<file path="src/rtl/btime_pkg.sv">
// Shared types and constants for the ROM download loader.
package btime_pkg;

    typedef enum logic [1:0] {
        ST_IDLE = 2'd0,
        ST_LOAD = 2'd1,
        ST_HOLD = 2'd2,
        ST_RUN  = 2'd3
    } state_t;

    typedef enum logic [1:0] {
        REG_PROG  = 2'd0,
        REG_SOUND = 2'd1,
        REG_TILES = 2'd2,
        REG_BGMAP = 2'd3
    } region_t;

    localparam logic [24:0] R0_BASE = 25'h000_0000;
    localparam logic [24:0] R0_SIZE = 25'h000_C000;
    localparam logic [24:0] R1_BASE = 25'h000_C000;
    localparam logic [24:0] R1_SIZE = 25'h000_1000;
    localparam logic [24:0] R2_BASE = 25'h000_D000;
    localparam logic [24:0] R2_SIZE = 25'h000_C000;
    localparam logic [24:0] R3_BASE = 25'h001_9000;
    localparam logic [24:0] R3_SIZE = 25'h000_1000;

    localparam logic [16:0] EXP_LEN_DEF = 17'h1A000;

    // One-hot write-enable lane for a region
    function automatic logic [3:0] region_onehot(region_t r);
        case (r)
            REG_PROG:  return 4'b0001;
            REG_SOUND: return 4'b0010;
            REG_TILES: return 4'b0100;
            default:   return 4'b1000;
        endcase
    endfunction

endpackage

</file>
<file path="src/rtl/btime_rom_loader_dec.sv">
// Address-to-region decoder: picks the ROM region for a download byte address
// and returns the offset within it. Pure combinational.
module btime_region_dec
    import btime_pkg::*;
(
    input  logic [24:0] addr_i,
    output region_t     region_o,
    output logic [15:0] offset_o,
    output logic        in_range_o
);

    logic [24:0] base;

    // Region selection; addresses past the last region decode as out of range
    always_comb begin
        region_o   = REG_PROG;
        base       = R0_BASE;
        in_range_o = 1'b1;
        if (addr_i < R0_BASE + R0_SIZE) begin
            region_o = REG_PROG;
            base     = R0_BASE;
        end else if (addr_i < R1_BASE + R1_SIZE) begin
            region_o = REG_SOUND;
            base     = R1_BASE;
        end else if (addr_i < R2_BASE + R2_SIZE) begin
            region_o = REG_TILES;
            base     = R2_BASE;
        end else if (addr_i < R3_BASE + R3_SIZE) begin
            region_o = REG_BGMAP;
            base     = R3_BASE;
        end else begin
            in_range_o = 1'b0;
        end
    end

    assign offset_o = 16'(addr_i - base);

endmodule

</file>
<file path="src/rtl/btime_rom_loader.sv">
// ROM download loader: steers ioctl download bytes into four ROM regions,
// holds the game core in reset during and shortly after the transfer, and
// reports length/overflow errors plus a running checksum.
//
// state | meaning
// IDLE  | after reset, core held in reset, waiting for a download
// LOAD  | download active, accepting bytes
// HOLD  | download ended, core reset held for HOLD_CYCLES cycles
// RUN   | core released; load_done reflects whether the image was clean
module btime_rom_loader
    import btime_pkg::*;
#(
    parameter int unsigned HOLD_CYCLES = 16,
    parameter logic [16:0] EXP_LEN     = EXP_LEN_DEF
) (
    input  logic        clk_sys,
    input  logic        reset,
    input  logic        ioctl_download,
    input  logic        ioctl_wr,
    input  logic [24:0] ioctl_addr,
    input  logic [7:0]  ioctl_dout,
    output logic [3:0]  rom_we,
    output logic [15:0] rom_addr,
    output logic [7:0]  rom_data,
    output logic        core_reset,
    output logic        load_done,
    output logic        err_ovf,
    output logic        err_short,
    output logic [15:0] checksum
);

    localparam int HCW = (HOLD_CYCLES > 1) ? $clog2(HOLD_CYCLES) : 1;
    localparam logic [HCW-1:0] HOLD_LOAD = HCW'(HOLD_CYCLES - 1);

    state_t         state_q;
    logic [HCW-1:0] hold_cnt_q;
    logic [17:0]    byte_cnt_q, byte_cnt_d;
    logic [15:0]    checksum_q, checksum_d;
    logic [3:0]     rom_we_q;
    logic [15:0]    rom_addr_q;
    logic [7:0]     rom_data_q;
    logic           core_reset_q, load_done_q, err_ovf_q, err_short_q;

    region_t        dec_region;
    logic [15:0]    dec_offset;
    logic           dec_in_range;

    logic           wr_live, in_len, wr_hit, wr_ovf, enter_load;

    btime_region_dec u_dec (
        .addr_i     (ioctl_addr),
        .region_o   (dec_region),
        .offset_o   (dec_offset),
        .in_range_o (dec_in_range)
    );

    // A strobe only counts while LOAD is active and download is still high
    assign wr_live    = ioctl_wr && ioctl_download && (state_q == ST_LOAD);
    assign in_len     = ioctl_addr < {8'b0, EXP_LEN};
    assign wr_hit     = wr_live && in_len && dec_in_range;
    assign wr_ovf     = wr_live && !in_len;
    assign enter_load = ioctl_download && (state_q != ST_LOAD);

    // Saturating byte count and modulo-2^16 checksum for the next accepted byte
    always_comb begin
        byte_cnt_d = (byte_cnt_q == '1) ? byte_cnt_q : byte_cnt_q + 18'd1;
        checksum_d = checksum_q + {8'b0, ioctl_dout};
    end

    // Sequencer FSM with registered outputs and write datapath
    always_ff @(posedge clk_sys) begin
        if (reset) begin
            state_q      <= ST_IDLE;
            hold_cnt_q   <= '0;
            byte_cnt_q   <= '0;
            checksum_q   <= '0;
            rom_we_q     <= '0;
            rom_addr_q   <= '0;
            rom_data_q   <= '0;
            core_reset_q <= 1'b1;
            load_done_q  <= 1'b0;
            err_ovf_q    <= 1'b0;
            err_short_q  <= 1'b0;
        end else begin
            rom_we_q <= '0;
            if (enter_load) begin
                state_q      <= ST_LOAD;
                byte_cnt_q   <= '0;
                checksum_q   <= '0;
                err_ovf_q    <= 1'b0;
                err_short_q  <= 1'b0;
                core_reset_q <= 1'b1;
                load_done_q  <= 1'b0;
            end else begin
                case (state_q)
                    ST_LOAD: begin
                        if (!ioctl_download) begin
                            state_q     <= ST_HOLD;
                            hold_cnt_q  <= HOLD_LOAD;
                            err_short_q <= (byte_cnt_q != {1'b0, EXP_LEN});
                        end else if (wr_hit) begin
                            rom_we_q   <= region_onehot(dec_region);
                            rom_addr_q <= dec_offset;
                            rom_data_q <= ioctl_dout;
                            byte_cnt_q <= byte_cnt_d;
                            checksum_q <= checksum_d;
                        end else if (wr_ovf) begin
                            err_ovf_q <= 1'b1;
                        end
                    end
                    ST_HOLD: begin
                        if (hold_cnt_q == '0) begin
                            state_q      <= ST_RUN;
                            core_reset_q <= 1'b0;
                            load_done_q  <= !err_ovf_q && !err_short_q;
                        end else begin
                            hold_cnt_q <= hold_cnt_q - 1'b1;
                        end
                    end
                    default: ;
                endcase
            end
        end
    end

    assign rom_we     = rom_we_q;
    assign rom_addr   = rom_addr_q;
    assign rom_data   = rom_data_q;
    assign core_reset = core_reset_q;
    assign load_done  = load_done_q;
    assign err_ovf    = err_ovf_q;
    assign err_short  = err_short_q;
    assign checksum   = checksum_q;

endmodule

</file>
<file path="config.mk">
export PLATFORM = sky130hd
export DESIGN_NAME = btime_rom_loader
export DESIGN_NICKNAME = d
export VERILOG_FILES = /design/src/rtl/btime_pkg.sv /design/src/rtl/btime_rom_loader_dec.sv /design/src/rtl/btime_rom_loader.sv
export SDC_FILE = /design/constraint.sdc
export NUM_CORES = 1
export LEC_CHECK = 0
export ABC_AREA = 1
export BUFFER_PORTS_ARGS = -buffer_cell sky130_fd_sc_hd__buf_2
export CAP_MARGIN = 5
export CORE_MARGIN = 2
export CORE_UTILIZATION = 50
export CTS_BUF_LIST = sky130_fd_sc_hd__clkbuf_8
export CTS_CLUSTER_DIAMETER = 80
export DETAILED_ROUTE_END_ITERATION = 10
export PLACE_DENSITY = 0.78
export SLEW_MARGIN = 10
export SYNTH_ARGS = -nofsm -noshare
export SYNTH_HDL_FRONTEND = slang
export SYNTH_SLANG_ARGS = --single-unit
</file>
<file path="constraint.sdc">
create_clock -name clk_sys -period 2.1 [get_ports clk_sys]
set_clock_uncertainty 0.2 [all_clocks]
set_input_delay 0.42 -clock clk_sys [delete_from_list [all_inputs] [get_ports clk_sys]]
set_output_delay 0.42 -clock clk_sys [all_outputs]
set_load 0.05 [all_outputs]
</file>
* Word level (Yosys, flattened, before mapping)
Cells that the tools add are included.
** Storage, ports and cells
- Register bits after elaboration :: 72
- Input bits :: 37
** Cells by class
- $add $sub $neg :: 4
- $lt $le $gt $ge :: 4
- Equal/unequal tests :: 12
- Mux-type cells :: 20
- Bitwise logic cells :: 5
- Reductions and logical operators :: 25
** Operator list (count)
- $mux W16 :: 4
- $lt A25 B16 Y1 const B :: 2
- $lt A25 B17 Y1 const B :: 2
- $add A18 B1 Y18 const B :: 1
- $eq A18 B18 Y1 const B :: 1
- $ne A18 B17 Y1 const B :: 1
- $add A16 B8 Y16 :: 1
- $reduce_and A4 Y1 :: 4
- $sub A16 B16 Y16 :: 1
- $mux W2 :: 6
- $pmux W4 S3 :: 1
- $reduce_and A3 Y1 :: 3
- $mux W4 :: 2
- $pmux W4 S2 :: 1
- $logic_and A1 B1 Y1 :: 7
- $ne A2 B2 Y1 const B :: 3
- $ne A3 B3 Y1 const B :: 2
- $mux W1 :: 5
- $not A1 Y1 :: 5
- $reduce_or A5 Y1 :: 1
- $eq A2 B1 Y1 const B :: 2
- $eq A2 B2 Y1 const B :: 2
- $logic_not A4 Y1 :: 1
- $pmux W2 S2 :: 1
- 8 further kinds :: 11

* Logic depth before layout (Yosys ltp)
- Depth after elaboration :: 8
- Gate-level depth with buffers :: 16
- Mapped depth without buffers :: 16

* Modules after synthesis
Synthesis repeated with hierarchy kept, for this count alone.
** Second synthesis, totals
- Cell total of the unflattened synthesis :: 614
- Area, all modules :: 4046.4 um^2
** By module, submodules not included
- btime_rom_loader :: instances 1, cells an instance 558, area each 3728.6 um^2
- btime_region_dec :: instances 1, cells an instance 56, area each 317.8 um^2

* Least setup slack after synthesis
No wires, ideal clock.
- Path type :: register -> register
- Start :: register checksum_q[0] (netlist: checksum[0])
- End :: register checksum_q[10] (netlist: checksum[10])
- Library setup time :: 0.116 ns
- Arrival time :: 1.984 ns
- Required time :: 1.784 ns
- Path slack :: -0.200 ns
- Stages on the path, launching flop included :: 14
- Buffers on the path :: 0
- Period minus slack after synthesis :: 2.300 ns
- Cell sequence :: dfxtp_1 ha_1 inv_1 fa_1 inv_1 nand3_1 nand3_1 nand2_1 nand2_1 nand3_1 nand2_1 nand2_1 o21ai_0 inv_1
** Between the ends
- Cells in the longest elaborated chain, start to end :: 1
** Ends and longest elaborated chain
- start, declared :: RTL line btime_rom_loader.sv:38 : logic [15:0] checksum_q, checksum_d;
- start signal, assigned :: RTL line btime_rom_loader.sv:106 : checksum_q <= checksum_d;
- $add A16 B8 Y16 :: RTL line btime_rom_loader.sv:67 : checksum_d = checksum_q + {8'b0, ioctl_dout};
Every way passes these cells.
A chain may end at the register's enable or synchronous reset.

* Worst setup path in the final report
- Start :: input port ioctl_addr[22]
- End :: register rom_addr_q[15] (netlist: rom_addr[15])
** Between the ends
- Cells in the longest elaborated chain, start to end :: 7
- Elaborated cells on any way between the ends :: 16
- Classes of those cells :: 1 x add/sub; 4 x order compare; 8 x mux; 3 x reduce/logical
** Ends and longest elaborated chain
- start, declared :: RTL line btime_rom_loader.sv:20 : input logic [24:0] ioctl_addr,
- parallel branches: the longest is 7 deep, another holds $lt A25 B17 Y1
- end signal, assigned :: RTL line btime_rom_loader.sv:103 : rom_addr_q <= dec_offset;
- end, declared :: RTL line btime_rom_loader.sv:40 : logic [15:0] rom_addr_q;
Several ways; the timed one is not identified.

==> summary.txt <==
LEAKAGE - 2.163 nW
cts hold-fix bufs - 0
run status - finished, final reports clean
Port Buffers - 84
Synth Area in Compound Gates - 12.79%
Post-synth EDFFs - 0
crit start category - input port
combinational family with the most area after synthesis - simple AND/OR/NAND/NOR gates
total power - 0.002723 W
cell with the most instances after synthesis - nand2_1
via count - 3871
CTS tree - done
post-synth top area share - 38.08%
Antenna Nets Post-Route - 0
Ant. Diodes - 0
Die Y - 91.01 um
share of synthesized cell area in full adder, half adder and majority cells - 5.157%
cell area after synthesis - 3785 um2
Worst-Margin Slew - 730.0 ps
routed len/inst - 12.49 um
row count - 31
total wire length - 9431 um
largest net degree at the start of global routing - 39
core box area - 7292 um2
Reg2Reg Setup Slack - 140 ps
worst setup path startpoint - ioctl_addr[22]
Root Buffer Master - clkbuf_8
Hold WS - 108.4 ps
Cells after DPL - 739
YS warnings - 0
synth cell count leaders - nand2_1 (169), dfxtp_1 (72), a21oi_1 (59)
Post-Syn Area per Cell - 6.970 um2
Pins Over Slew Limit - 0
HPWL after DPL - 7080 um
GPL Wtd Cong - 0.8822
Sink Count - 72
initial antenna violation count - 0
fin crit share - 96.99%
Overflow after GRT - 0
1st-iter DRT viols - 190
Top Ports - 85
Final min period - 2037 ps
Max Fanout on Critical Path - 2
All-Layer GR Usage - 23.12%
reg2reg path depth - 8
post-synthesis xor/xnor area fraction - 5.322%
mux share of post-synthesis cell area - 0%
die area - 8282 um2
VDD IR-drop max - 0.0003339 V
Synth cell types - 38
Slew headroom - 51.28%
area leader, netlist - dfxtp_1
vias per cell - 5.127
final setup fails - 0
clock-pin slew on the worst setup and hold paths - 80 ps
Final Hold Vio Count - 0
Post-Layout Cell Count - 755
sequential share of the synthesized area - 38.08%
Clock Path Buffers - 2
CP required - 2160 ps
vias in the first global route - 3652
nets@finish - 703
most area-consuming cells after synthesis - dfxtp_1 (38%), nand2_1 (17%), a21oi_1 (7.8%)
Post-Synthesis Cells - 543
R2R Path End - byte_cnt_q[15]
RSZ-0062 raised after global routing - yes
Post-synth ARST share - 0%
Critical R2R Launch - byte_cnt_q[0]
Crit Path Class - input port to flip-flop
hold crit path type - input port to flip-flop
crit end category - flip-flop
dominant synthesized flop cell - dfxtp_1
die width - 91.01 um
Critical Path Sink - rom_addr[15]
layout cell share with drive strength beyond 1 - 24.70%
Starting Density - 51.90%
syn_nets - 595
DRC violations left - 0
simple-gate area share of the yosys netlist - 30.84%
CP arrival - 2090 ps
synth-to-layout area growth - 26.18%
Pre-antenna DRT Iters - 5
CTS Buf Count - 9
first-pass GRT wire length - 15870 um
Yosys reg bits - 72
Fmax - 491.0 MHz
total of max-cap violations - 0
Skew-Pair Late Insertion Delay - 350 ps
PwrDens - 570.1 nW/um2
H-tree depth - 3
-- cell type report --
type,instances,area [um2]
Clock buffer,10,137.6
Fill cell,635,2516
Clock inverter,6,67.56
Tap cell,99,123.9
Timing Repair Buffer,113,669.4
Inverter,55,211.5
Multi-Input combinational cell,400,2122
Sequential cell,72,1444
-- state kept, by name (all words and copies together), names as in the netlist --
register	count
rom_addr	16
core_reset	1
byte_cnt_q	18
rom_we	4
state_q	2
err_ovf	1
load_done	1
checksum	16
rom_data	8
err_short	1
hold_cnt_q	4
-- worst min path at each step --
stage / startpoint / to / slack, ps / depth (start not counted)
2_1_floorplan: hold_cnt_q[0] / hold_cnt_q[0] / 230 / 1
3_3_place_gp: core_reset / core_reset / 240 / 2
3_5_place_dp: rom_data[3] / rom_data[3] / 250 / 2
4_1_cts: ioctl_addr[4] / rom_addr[4] / 100 / 3
5_1_grt: ioctl_addr[1] / rom_addr[1] / 100 / 3
6_report: ioctl_addr[11] / rom_addr[11] / 110 / 3
-- per-stage QoR --
stage | setup TNS, ps | instance area (um2) | worst slack [ps] | utilization (%)
after detailed placement | -712.3 | 4506 | -300.4 | 61.79
after floorplan | -204.7 | 3815 | -127.0 | -
final | 0 | 4776 | 63.28 | 65.49
after global routing | -67.78 | 4776 | -67.78 | 65.49
after global placement | -358.3 | 4506 | -237.1 | 61.79
after CTS | 0 | 4711 | 56.10 | 64.60
-- worst max-delay path: stages --
cell and delay, ps:
buf_6 90, nor2_2 100, nand2_2 70, nor2_4 130
inv_2 50, nor2_2 100, nand2_1 80, o31ai_1 70
inv_1 110, ha_4 250, a21o_1 180, xor2_1 160
inv_1 50, nand2_1 60, nand3_1 60, nand2_1 70
inv_1 30
-- logic make-up (layout without fill, tap and decap cells) --
group,count (synthesis),after routing
DFF,72,72
and+or+nand+nor,272,272
xor gates and xnor gates,23,23
AOI/OAI and AO/OA,90,90
adders and majority gates,15,15
buffers and inverters,71,184
-- power by group --
part           internal [W]  leakage [nW]  switching [W]
clock              0.000585        0.0989       0.000549
sequential          0.00137         0.582     0.00000470
combinational     0.0000884          1.48       0.000123
total               0.00205          2.16       0.000677
-- layout by cell type (no fill, tap or decap), drive strengths merged, types with 14 or more instances in the layout --
cell type / netlist / layout
a21oi: 62 / 62
buf: 7 / 113
dfxtp: 72 / 72
ha: 14 / 14
inv: 55 / 56
nand2: 170 / 170
nand3: 25 / 25
nor2: 55 / 55
o21ai: 19 / 19
xor2: 16 / 16
-- repair_timing --
item / in CTS / in global routing
buffers inserted: 0 / 0
gates resized for setup: 0 / 19
hold endpoints to repair: 0 / 0
endpoints found under the setup margin: 0 / 3
-- per-layer routing --
layer,vias up,wire length (um),global-route usage [%],share of wire (%)
met5,-,0,0,0
met4,0,142,7.702,1.5
met3,11,551,5.145,5.8
met2,123,4427,40.00,47
met1,1776,4310,28.39,46
li1,1961,-,-,-
(Power assumes the default switching activity.)
